$ cat config.mk
export PLATFORM = sky130hd
export DESIGN_NAME = bnn_upsample_stream
export DESIGN_NICKNAME = d
export VERILOG_FILES = /design/src/rtl/bnn_upsample_stream.sv
export SDC_FILE = /design/constraint.sdc
export NUM_CORES = 1
export LEC_CHECK = 0
export BUFFER_PORTS_ARGS = -buffer_cell sky130_fd_sc_hd__buf_4
export CAP_MARGIN = 20
export CORE_MARGIN = 1.5
export CORE_UTILIZATION = 42
export CTS_CLUSTER_SIZE = 20
export DETAILED_ROUTE_END_ITERATION = 6
export MAX_ROUTING_LAYER = met4
export PLACE_DENSITY = 0.74
export SKIP_LAST_GASP = 1
export SLEW_MARGIN = 20
export SYNTH_ARGS = -nofsm -noshare
export SYNTH_HDL_FRONTEND = slang
export SYNTH_SLANG_ARGS = --single-unit
$ cat constraint.sdc
create_clock -name clk -period 1.4 [get_ports clk]
set_input_delay 0.14 -clock clk [delete_from_list [all_inputs] [get_ports clk]]
set_output_delay 0.14 -clock clk [all_outputs]
set_load 0.03 [all_outputs]
$ cat src/rtl/bnn_upsample_stream.sv
// Streaming 2x nearest-neighbour upsampler for binary feature maps.
// Each input row is widened by pixel duplication and emitted twice.
module bnn_upsample_stream #(
    parameter int IMG_IN_SIZE  = 14,
    parameter int IMG_OUT_SIZE = 2 * IMG_IN_SIZE
) (
    input  logic                    clk,
    input  logic                    rst_n,
    input  logic                    clear,
    input  logic [IMG_IN_SIZE-1:0]  in_row,
    input  logic                    in_valid,
    output logic                    in_ready,
    output logic [IMG_OUT_SIZE-1:0] out_row,
    output logic                    out_valid,
    input  logic                    out_ready,
    output logic                    out_last,
    output logic                    frame_done
);

    localparam int RW = (IMG_IN_SIZE > 2) ? $clog2(IMG_IN_SIZE) : 1;
    localparam logic [RW-1:0] LAST = RW'(IMG_IN_SIZE - 1);

    if (IMG_OUT_SIZE != 2 * IMG_IN_SIZE || IMG_IN_SIZE < 2) begin : g_bad_param
        $error("bnn_upsample_stream: illegal IMG_IN_SIZE/IMG_OUT_SIZE");
    end

    typedef enum logic [1:0] {
        IDLE,
        EMIT0,
        EMIT1
    } state_t;

    state_t                 state;
    logic [IMG_IN_SIZE-1:0] row_buf;
    logic [RW-1:0]          rcnt;
    logic                   in_hs;
    logic                   out_hs;
    logic                   at_last;

    assign in_hs   = in_valid && in_ready;
    assign out_hs  = out_valid && out_ready && !clear;
    assign at_last = (rcnt == LAST);

    // in_ready follows out_ready in EMIT1 so a new row can slip in back-to-back
    always_comb begin
        in_ready = 1'b0;
        case (state)
            IDLE:    in_ready = !clear;
            EMIT1:   in_ready = out_ready && !clear;
            default: in_ready = 1'b0;
        endcase
    end

    for (genvar c = 0; c < IMG_IN_SIZE; c++) begin : g_expand
        assign out_row[2*c]   = row_buf[c];
        assign out_row[2*c+1] = row_buf[c];
    end

    always_ff @(posedge clk or negedge rst_n) begin
        if (!rst_n) begin
            state      <= IDLE;
            row_buf    <= '0;
            rcnt       <= '0;
            out_valid  <= 1'b0;
            out_last   <= 1'b0;
            frame_done <= 1'b0;
        end else if (clear) begin
            state      <= IDLE;
            row_buf    <= '0;
            rcnt       <= '0;
            out_valid  <= 1'b0;
            out_last   <= 1'b0;
            frame_done <= 1'b0;
        end else begin
            frame_done <= 1'b0;
            case (state)
                IDLE: begin
                    if (in_hs) begin
                        row_buf   <= in_row;
                        state     <= EMIT0;
                        out_valid <= 1'b1;
                        out_last  <= 1'b0;
                    end
                end
                EMIT0: begin
                    if (out_hs) begin
                        state    <= EMIT1;
                        out_last <= at_last;
                    end
                end
                EMIT1: begin
                    if (out_hs) begin
                        rcnt       <= at_last ? '0 : rcnt + 1'b1;
                        frame_done <= at_last;
                        out_last   <= 1'b0;
                        if (in_hs) begin
                            row_buf <= in_row;
                            state   <= EMIT0;
                        end else begin
                            state     <= IDLE;
                            out_valid <= 1'b0;
                        end
                    end
                end
                default: begin
                    state     <= IDLE;
                    out_valid <= 1'b0;
                    out_last  <= 1'b0;
                end
            endcase
        end
    end

endmodule

==> qor.txt, run 1 <==
status = complete, but fails checks
failing checks = negative setup slack
Max IR drop VDD = 666.0 µV
Pint = 1.021 mW
Synth top cells by count = dfrtp_1 (23), nor2b_1 (15), buf_4 (14), mux2_2 (14), nand3_1 (7)
Antenna diodes = 0
Adder-Cell Fraction of Synth Area = 0.02049
top cell type's share of synthesized area = 0.4713
Critical Path AT = 1.63 ns
Worst slew margin = 0.7984
min-delay worst type = in -> reg
Mapped Cells = 112
hpwl dp = 1833 µm
setup TNS = -0.2842 ns
most frequent cell after synthesis = dfrtp_1
Synth Area in Compound Gates = 0.07480
area grow syn2layout = 34.63%
insertion delay to the later sink of the worst-skew pair = 0.30 ns
Hold Startpoint = in_row[6]
IO Port Bufs = 50
Final Non-Filler Cells = 189
Crit. End Element = register
Vias/cell = 5.148
core area = 0.002758 mm²
sw power = 482.1 µW
CTS clk-pin slew, worst paths = 0.13 ns
CTS max path bufs = 2
yosys warns = 0
First DRT Iteration DRCs = 31
CP startpoint = state[0]
DR WL/cell = 12.83 µm
Cell Area, Synth = 0.001221 mm²
via count = 973
final worst clock skew = 0.006601 ns
pin count of the biggest net entering global routing = 24
critical path launch point type = register
multiplexer area fraction after synthesis = 0.1373
number of global-route vias before repair = 904
Setup WS post-layout = -0.03291 ns
Crit path max-delay family = flip-flops
crit path max fanout = 14
Initial DRT Pass Iterations = 5
synth top area cells = dfrtp_1 (47%), mux2_2 (13%), buf_4 (8.6%)
row count = 19
clk sinks = 23
initial antenna violation count = 0
final worst-path cycle share = 1.024
initial core utilization = 0.4428
Final Routed Wirelength = 2424 µm
final setup vio count = 15
main combinational cell family by area after synthesis = simple AND/OR/NAND/NOR gates
cell breakdown of the critical path = buf_4, a2111o_1, buf_6, mux2_2
Post-Synth Simple-Gate Area = 0.1629
Max-cap violations = 0
Top FF cell, synth = dfrtp_1
P per Cell Area = 914.2 mW/mm²
CTS tree = built
GR Overflow Total = 0
DP Area = 0.001570 mm²
worst path bufs/invs = 2
combinational share of power = 0.312
CTS Buf Count = 3
Seq/Total Area, Yosys = 0.4713
slowest CP cell = dfrtp_2
clock root buffer = clkbuf_4
worst r2r src = state[0]
RSZ-0062 raised after global routing = yes
Hold Path Depth = 2
Die X = 56.92 µm
final slew viol count = 0
first-pass GRT wire length = 3960 µm
Clock Power Share = 0.199
Final Instance Area = 0.001644 mm²
# IOs = 51
final-stage net count = 180
Final Util = 0.5962
synthesized area per cell = 10.90 µm²
Synth area leader = dfrtp_1
Hold Vio Cnt, Final = 0
Pleak = 0.8334 nW
Worst Path Required = 1.60 ns
H-tree Lvls = 1
fmax = 697.9 MHz
unique cell type count in the Yosys netlist = 27
Placed Cells incl. Taps = 182
power share of the sequential group = 0.489
Post-Synth XOR/XNOR Area = 0.007172
die area = 0.003240 mm²
Post-synth EDFFs = 0
Place WS = -0.02776 ns
Die Y = 56.92 µm
type of the worst setup path = reg -> reg
CP max stage delay = 0.46 ns
routability cong. = 0.6924
layout cells sized above 1 = 0.5380
Yosys reg bits = 23
Synthesized Nets = 133
antenna viol nets, final = 0
asr flop ratio synth = 1.000
fin crit period = 1.433 ns
Crit path depth = 4
switch share = 0.3208
total track usage = 0.1555
Worst Max-Slew Pin Slew = 0.3024 ns
DRC = 0
Worst Reg2Reg Path Length in Cells = 4
worst reg2reg max path, cell delays in order, from the launching register on:
cell and delay, ns:
dfrtp_2 0.46, buf_4 0.14, a2111o_1 0.29, buf_6 0.16
mux2_2 0.28
cells in the final DEF (no fill, tap or decap), types with 2 or more instances in the layout:
cell and n:
a21oi_1 4, buf_4 58, buf_6 2, clkbuf_4 3
dfrtp_1 21, dfrtp_2 2, ha_1 2, inv_1 5
mux2_2 14, nand2_1 2, nand3_1 6, nor2b_1 15
nor3_1 2, o211ai_1 2, or4_1 2
state kept, by name, summed over array words and instances, names as in the netlist:
| register | flops |
|---|---|
| rcnt | 4 |
| out_valid | 1 |
| frame_done | 1 |
| row_buf | 14 |
| out_last | 1 |
| state | 2 |
power by group through the flow:
stage | sequential (mW) | combinational (mW) | clock [mW]
detailed placement | 0.747 | 0.459 | 0
floorplan | 0.815 | 0.234 | 0
CTS | 0.736 | 0.465 | 0.311
global route | 0.741 | 0.496 | 0.349
global placement | 0.745 | 0.453 | 0
finish | 0.735 | 0.469 | 0.299
path summary, 6_finish.rpt:
| kind | endpoint | slack, ns |
|---|---|---|
| setup / recovery | row_buf[5] | -0.03 |
| hold / removal | row_buf[6] | 0.06 |
| setup reg to reg | row_buf[5] | -0.03 |
| hold reg to reg | out_last | 0.55 |
| max in group asynchronous | out_valid | 0.89 |
| min in group asynchronous | row_buf[8] | 0.26 |
layer usage:
metal  GRT usage  wire, µm
met5           -         0
met3     0.02535       169
met1      0.2097      1091
met2      0.2529      1163
met4     0.02326         0
logic make-up after synthesis:
| logic type | after synthesis |
|---|---|
| muxes | 15 |
| and+or+nand+nor | 33 |
| AOI/OAI and AO/OA | 13 |
| adders and majority gates | 2 |
| DFF | 23 |
| buffers and inverters | 25 |
| xor gates and xnor gates | 1 |
final cells by class:
| class | count | area [µm²] |
|---|---|---|
| Clock buffer | 3 | 22.52 |
| Sequential cell | 23 | 578.1 |
| Clock inverter | 1 | 5.005 |
| Fill cell | 241 | 1114 |
| Tap cell | 31 | 38.79 |
| Timing Repair Buffer | 61 | 467.9 |
| Multi-Input combinational cell | 64 | 509.2 |
| Inverter | 6 | 22.52 |
stage by stage:
stage	hold slack, ns	power, mW
floorplan	-0.1556	1.050
global placement	0.04712	1.199
detailed placement	0.05317	1.206
CTS	0.04989	1.512
global route	0.03010	1.586
finish	0.05704	1.503
what timing repair did:
action                     4_1_cts  5_1_grt
gates resized for setup          3        4
setup buffers                    0        2
gates cloned                     0        0
setup endpoints to repair        3        3
pin swaps                        0        1
hold endpoints to repair        23        0
hold buffers                     1        0
No activity file was read; power rests on OpenSTA's default activity.
==> run 2, diff against run 1 <==
- TNS_END_PERCENT: unset -> 20
- clock period: 1.4 -> 1.3 ns (I/O delays scaled with it)
==> qor.txt, run 2 (synthesis gave the netlist of run 1 again) <==
via count = 1025 (+5.3%)
Pint = 1.105 mW (+8.2%)
layout cells sized above 1 = 0.5576 (+0.01960)
number of global-route vias before repair = 1037 (+15%)
min-delay worst type = in -> reg
pin count of the biggest net entering global routing = 24 (unchanged)
# IOs = 51 (unchanged)
Final Power = 1.644 mW (+9.4%)
GR peak layer = met2
fin crit period = 1.418 ns (-0.01469 ns)
first-pass GRT wire length = 4471 µm (+13%)
P per Cell Area = 960.3 mW/mm² (+5.0%)
M3 GR Usage = 0.02074 (-0.004608)
Die Y = 56.92 µm (unchanged)
final-stage net count = 187 (+3.9%)
First DRT Iteration DRCs = 24 (-23%)
Final Routed Wirelength = 2712 µm (+12%)
Reg with most FFs = row_buf
type of the worst setup path = reg -> reg
power share of the sequential group = 0.481 (-0.008)
routability cong. = 0.8709 (+26%)
Pleak = 0.8725 nW (+4.7%)
CTS clk-pin slew, worst paths = 0.13 ns (about the same)
insertion delay to the later sink of the worst-skew pair = 0.31 ns (about the same)
crit path max fanout = 14 (unchanged)
Setup WS post-layout = -0.1182 ns (-0.08531 ns)
CTS max path bufs = 2 (unchanged)
sw power = 538.8 µW (+12%)
DP Area = 0.001595 mm² (+1.6%)
Fillers = 232 (-3.7%)
antenna viol nets, final = 0 (unchanged)
failing checks = negative setup slack
die area = 0.003240 mm² (unchanged)
DR WL/cell = 13.84 µm (+7.9%)
met1 Use GR = 0.1959 (-0.01380)
Worst slew margin = 0.7954 (-0.002988)
row count = 19 (unchanged)
Max-cap violations = 0 (unchanged)
Crit. End Element = register
Antenna diodes = 0 (unchanged)
Clock Power Share = 0.205 (+0.006)
hpwl dp = 1985 µm (+8.3%)
Vias/cell = 5.230 (+1.6%)
Final Non-Filler Cells = 196 (+3.7%)
number of flip-flops in the largest register = 14 (unchanged)
Placed Cells incl. Taps = 186 (+2.2%)
Final Instance Area = 0.001712 mm² (+4.1%)
initial core utilization = 0.4428 (unchanged)
worst hold slack = 0.03916 ns (-0.01787 ns)
H-tree Lvls = 1 (unchanged)
leading registers by flop count = row_buf x14, rcnt x4, state x2
GR Overflow Total = 0 (unchanged)
clock root buffer = clkbuf_4
combinational share of power = 0.315 (+0.003)
area grow syn2layout = 40.16%
Worst Max-Slew Pin Slew = 0.3069 ns (+0.004482 ns)
Initial DRT Pass Iterations = 4 (-1)
DRC = 0 (unchanged)
CTS Buf Count = 3 (unchanged)
critical path launch point type = register
final slew viol count = 0 (unchanged)
Hold Vio Cnt, Final = 0 (unchanged)
CTS tree = built
switch share = 0.3278 (+0.007014)
final worst-path cycle share = 1.091 (+0.06743)
initial antenna violation count = 0 (unchanged)
status = complete, but fails checks
Worst Path Required = 1.50 ns (-0.10 ns)
most frequent cells in the layout = buf_4 (63), dfrtp_1 (22), nor2b_1 (15), mux2_2 (14), nand3_1 (6)
Die X = 56.92 µm (unchanged)
met2 Use GR = 0.3268 (+0.07389)
Max IR drop VDD = 807.5 µV (+21%)
fmax = 705.1 MHz (+1.0%)
final worst clock skew = 0.004961 ns (-0.001640 ns)
most common cell after layout, fill and taps aside = buf_4
Critical Path AT = 1.62 ns (about the same)
Final Util = 0.6207 (+0.02450)
final setup vio count = 17 (+2)
RSZ-0062 raised after global routing = yes
IO Port Bufs = 50 (unchanged)
core area = 0.002758 mm² (unchanged)
total track usage = 0.1780 (+0.02247)
clk sinks = 23 (unchanged)
run 2: power groups by stage:
stage	Combinational [mW]	Clock [mW]	Sequential (mW)
2_1_floorplan	0.249	0	0.878
3_3_place_gp	0.492	0	0.802
3_5_place_dp	0.500	0	0.805
4_1_cts	0.514	0.345	0.790
5_1_grt	0.548	0.372	0.797
6_report	0.517	0.337	0.790
run 2: worst paths after layout:
kind	startpoint	endpoint	slack [ns]	depth (start not counted)
hold / removal	clear	frame_done	0.04	2
min in group asynchronous	rst_n	frame_done	0.23	2
setup / recovery	state[0]	row_buf[9]	-0.12	4
hold reg to reg	out_last	out_last	0.55	2
max in group asynchronous	rst_n	out_valid	0.81	2
setup reg to reg	state[0]	row_buf[9]	-0.12	4
run 2: per-layer routing:
metal / vias up / share of wire
li1: 478 / -
met1: 513 / 0.39
met2: 30 / 0.56
met3: 4 / 0.038
met4: 0 / 0.010
met5: - / 0
run 2: cell type report:
type | instances | area [µm²] | area share
Sequential cell | 23 | 576.8 | 0.3370
Clock inverter | 1 | 5.005 | 0.002924
Inverter | 6 | 22.52 | 0.01316
Timing Repair Buffer | 68 | 528.0 | 0.3085
Clock buffer | 3 | 22.52 | 0.01316
Tap cell | 31 | 38.79 | 0.02266
Multi-Input combinational cell | 64 | 518.0 | 0.3026
run 2: through the flow:
stage                     TNS [ns]  worst slack [ns]
after floorplan             -3.708           -0.2771
after global placement     -0.6888          -0.05056
after detailed placement   -0.9636          -0.08062
after CTS                   -1.803           -0.1322
after global routing        -2.359           -0.1406
final                       -1.601           -0.1182
run 2: critical path: stages (launching register included):
cell	delay, ns
dfrtp_1	0.43
buf_6	0.13
a2111o_1	0.29
buf_6	0.16
mux2_2	0.29
run 2: what timing repair did:
| item | in CTS | in global routing |
|---|---|---|
| pin swaps | 1 | 3 |
| buffers inserted | 2 | 3 |
| endpoints found under the hold margin | 23 | 0 |
| hold buffers | 1 | 0 |
| endpoints found under the setup margin | 18 | 21 |
| gates resized for setup | 7 | 5 |
